==> config.mk <==
export PLATFORM = sky130hd
export DESIGN_NAME = fetch_stage
export DESIGN_NICKNAME = d
export VERILOG_FILES = /design/src/rtl/fetch_stage.sv
export SDC_FILE = /design/constraint.sdc
export NUM_CORES = 1
export LEC_CHECK = 0
export ABC_AREA = 0
export CORE_MARGIN = 1
export CORE_UTILIZATION = 44
export DETAILED_ROUTE_END_ITERATION = 12
export MAX_ROUTING_LAYER = met4
export PLACE_DENSITY_LB_ADDON = 0.05
export SLEW_MARGIN = 10
export SYNTH_ARGS = -nofsm -noshare
export SYNTH_HDL_FRONTEND = slang
export SYNTH_SLANG_ARGS = --single-unit
==> constraint.sdc <==
create_clock -name clk -period 2.31 [get_ports clk]
set_input_delay 0.3465 -clock clk [delete_from_list [all_inputs] [get_ports clk]]
set_output_delay 0.3465 -clock clk [all_outputs]
set_load 0.01 [all_outputs]
==> src/rtl/fetch_stage.sv <==
// Instruction-fetch stage: owns the PC, addresses a combinational instMem and
// registers the returned word into the IF/ID pipeline register.
module fetch_stage #(
    parameter int              PC_W      = 15,
    parameter logic [PC_W-1:0] RESET_PC  = 15'h0000,
    parameter logic [31:0]     HALT_WORD = 32'hFFFF_FFFF,
    parameter logic [31:0]     NOP_WORD  = 32'h0000_0000,
    parameter int              CNT_W     = 16
) (
    input  logic             clk,
    input  logic             rst_n,
    input  logic             stall,
    input  logic             redirect_valid,
    input  logic [PC_W-1:0]  redirect_target,
    output logic [PC_W-1:0]  pc,
    input  logic [31:0]      ins_data,
    output logic [31:0]      if_id_instr,
    output logic [PC_W-1:0]  if_id_pc4,
    output logic             if_id_valid,
    output logic             halted,
    output logic             misalign_err,
    output logic [CNT_W-1:0] fetch_count
);

    logic [PC_W-1:0]  r_pc;
    logic [31:0]      r_instr;
    logic [PC_W-1:0]  r_pc4;
    logic             r_valid;
    logic             r_halted;
    logic             r_misalign;
    logic [CNT_W-1:0] r_count;

    logic [PC_W-1:0]  w_pc_plus4;
    logic [PC_W-1:0]  w_target_aligned;
    logic             w_target_misaligned;
    logic             w_is_halt;
    logic [CNT_W-1:0] w_count_next;

    // pc+4 wraps silently at 2^PC_W.
    assign w_pc_plus4          = r_pc + PC_W'(4);
    assign w_target_aligned    = {redirect_target[PC_W-1:2], 2'b00};
    assign w_target_misaligned = |redirect_target[1:0];
    assign w_is_halt           = (ins_data == HALT_WORD);
    assign w_count_next        = (r_count == {CNT_W{1'b1}}) ? r_count : r_count + CNT_W'(1);

    // NOTE: sequential state uses non-blocking assignments so every register
    // samples pre-edge values; reset clears all state asynchronously.
    always_ff @(posedge clk or negedge rst_n) begin
        if (!rst_n) begin
            r_pc       <= RESET_PC;
            r_instr    <= NOP_WORD;
            r_pc4      <= '0;
            r_valid    <= 1'b0;
            r_halted   <= 1'b0;
            r_misalign <= 1'b0;
            r_count    <= '0;
        end else if (redirect_valid) begin
            // The word currently in IF is wrong-path: squash it even if stalled or halted.
            r_pc     <= w_target_aligned;
            r_instr  <= NOP_WORD;
            r_valid  <= 1'b0;
            r_halted <= 1'b0;
            if (w_target_misaligned) begin
                r_misalign <= 1'b1;
            end
        end else if (r_halted) begin
            r_instr <= NOP_WORD;
            r_valid <= 1'b0;
        end else if (!stall) begin
            r_instr <= ins_data;
            r_pc4   <= w_pc_plus4;
            r_valid <= 1'b1;
            r_count <= w_count_next;
            if (w_is_halt) begin
                r_halted <= 1'b1;
            end else begin
                r_pc <= w_pc_plus4;
            end
        end
    end

    assign pc           = r_pc;
    assign if_id_instr  = r_instr;
    assign if_id_pc4    = r_pc4;
    assign if_id_valid  = r_valid;
    assign halted       = r_halted;
    assign misalign_err = r_misalign;
    assign fetch_count  = r_count;

endmodule

==> results.cfg <==
[timing]
drv_slew = 0
finalSetupViolCount = 0
clock.fmax_mhz = 475
hold_viol = 4
fin_skew_ns = 0.00401
layout_min_cycle_time_ns = 2.10
grt_setup_unrepaired = no
fin_tns_setup_ns = 0
fin_crit_sh = 0.911
fin_hold_ws_ns = -0.00405

[worst_setup_path]
required_ns = 2.54
cpPeakStageDelay_ns = 0.58
crit_path_cell_trace = clkdlybuf4s50_1, nand4_1, or4_4, o31ai_4, buf_12, mux2_2
arrival_ns = 2.34
crit_slowest_cell = or4_4
end_kind = flip-flop
worstSetupPathType = input pin to flip-flop
critical_path_cell_count = 6
crit_family = simple AND/OR/NAND/NOR gates
cp.buffers_inverters = 2
path_max_fanout = 13
cp-start-kind = input pin
ff2ff_path_depth = 6

[clocking]
clkTransAtPathRegs_ns = 0.08
clk_path_buf_depth = 2
cts_resized = 0
clk_latency_ns = 0.34
cts_tree = done
ctsHoldBuffers = 0
cts-root-buf = clkbuf_8
cts_buffers = 9
clock_sinks = 77
cts_max_level = 3
postCtsSetupBuffers = 0

[final_layout]
n_antenna_cell = 0
layout.nets = 495
drive_above_1_share = 0.115
area_delta_synth_final_pct = 49.3

[global_routing]
grt_use_total = 0.223
grt_max_degree = 78
grt_pass1_wl_mm = 13.9
grt_antenna_before_repair = 0
overflow = 0
grt_pass1_vias = 2793

[pwr]
ir_worst_vdd_v = 0.000612
clockPowerShare = 0.285
p_int_mw = 2.71
p_leak_nw = 2.18
power.density_mw_per_mm2 = 746
switching_power_mw = 1.09
p_sw_frac = 0.286
p_comb_frac = 0.264
seqPwrFrac = 0.451

[placed_design]
port-buffer-count = 127
place_congestion = 0.831
dp_hpwl_mm = 5.93

[floorplan]
initial_core_util = 0.462
die-area_sq_mm = 0.00810
io_pins = 132
core_sq_mm = 0.00737
fp-row-count = 31
die_h_um = 90.0
die_w_um = 90.0

[logic_synthesis]
ys_types = 38
synth_edf_count = 0
syn_avg_cell_area_sq_um = 11.3
yosys_warnings = 0
syn_inst = 302
ys_seq_area_frac = 0.565
postSynth.asyncResetShare = 1.00
ys.flop_type = dfrtp_1
ys_ff_latch = 77
synth_area_sq_mm = 0.00341

[drt]
drt-vias-per-instance = 5.19
drt_iter0_markers = 166
wl_mm = 8.37
routedWlPerCell_um = 15.4
firstDrtPassIters = 4
ant_nets = 0
dr_total_vias = 2825
drc = 0

[hold_path]
hold_class = input pin to asynchronous set/reset pin

[run_status]
violations = negative hold slack
status = finished with violations

[job]
drv_cap = 0
[routing by layer]
metal  share of wire  vias up  GRT usage
li1                -     1360          -
met1            0.47     1351      0.304
met2            0.45      100      0.319
met3           0.061       14     0.0474
met4           0.022        0      0.103
met5               0        -          -
[power groups by stage]
stage | clock [mW] | sequential, mW | combinational, mW
3_3_place_gp | 0 | 1.73 | 0.993
5_1_grt | 1.14 | 1.75 | 1.09
3_5_place_dp | 0 | 1.74 | 1.02
6_report | 1.08 | 1.71 | 1.00
2_1_floorplan | 0 | 1.80 | 0.327
4_1_cts | 1.09 | 1.72 | 1.02
[metrics by stage]
step,cell area [sq um],util,total power [mW],cells,worst slack [ns]
floorplan,3420,-,2.13,305,0.357
global route,5090,0.690,3.98,544,0.177
finish,5090,0.690,3.80,544,0.206
CTS,5090,0.690,3.83,544,0.219
global placement,4890,0.663,2.72,530,-0.114
detailed placement,4890,0.663,2.75,530,-0.164
[synthesized netlist by cell type, drive strengths merged, types with 2 or more instances]
cell type,count,area (sq um)
inv,5,18.8
nor4,3,18.8
mux2,12,150
nand4,11,68.8
or4,3,26.3
or3,3,18.8
nor2,9,33.8
a22o,32,280
ha,2,25.0
mux2i,2,20.0
a21oi,3,15.0
nor3b,3,22.5
nor3,5,25.0
and4,2,17.5
dfrtp,77,1930
nand3,12,60.1
o31ai,2,28.8
xor2,6,52.6
o21ai,27,135
nand2b,2,12.5
buf,8,53.8
xnor2,18,158
clkbuf,11,41.3
nand2,36,135
[registers in the layout (all words and copies together) (netlist names)]
signal and flops:
if_id_instr 32, if_id_valid 1, halted 1, pc 13, if_id_pc4 13, fetch_count 16
misalign_err 1
[path summary, 6_finish.rpt]
| kind | slack (ns) | endpoint | startpoint |
|---|---|---|---|
| max in group asynchronous | 1.97 | if_id_pc4[7] | rst_n |
| worst max register to register | 0.34 | pc[14] | pc[3] |
| worst min register to register | 0.47 | misalign_err | misalign_err |
| worst max-delay path | 0.21 | pc[6] | ins_data[7] |
| min in group clk | 0.47 | misalign_err | misalign_err |
| worst min-delay path | -0.004 | if_id_pc4[12] | rst_n |
[cell families (layout without fill, tap and decap cells)]
logic type	count (synthesis)	after routing	synth area share
simple gates	92	92	0.135
flops	77	77	0.565
compound gates	68	68	0.146
xor+xnor	24	24	0.0617
buf+inv	24	164	0.0334
mux	14	14	0.0499
fa+ha+maj	2	2	0.00734
other cells	1	4	0.00110
[layout make-up]
type / count / area, sq um
flip-flops and latches: 77 / 1930
inverters: 5 / 18.8
repair buffers: 145 / 1430
clock buffers: 9 / 124
well taps: 99 / 124
multi-input cells: 204 / 1390
clock inverters: 5 / 77.6
fillers: 582 / 2280
[cells in the final DEF (no fill, tap or decap), types with 2 or more instances in the layout]
cell type,n
nor3b_1,2
and4_1,2
dfrtp_1,77
xor2_1,6
nand2_1,36
xnor2_1,18
mux2_4,4
a22o_1,32
nand4_1,11
buf_4,17
bufinv_16,2
mux2i_1,2
or3_1,3
inv_1,5
a21oi_1,3
mux2_2,8
clkinv_2,2
nor3_1,4
buf_12,2
conb_1,4
nand3_1,12
nand2b_1,2
clkdlybuf4s50_1,126
clkbuf_8,9
nor2_1,9
or4_1,2
nor4_1,3
ha_1,2
o21ai_0,27
(Power assumes the default switching activity.)
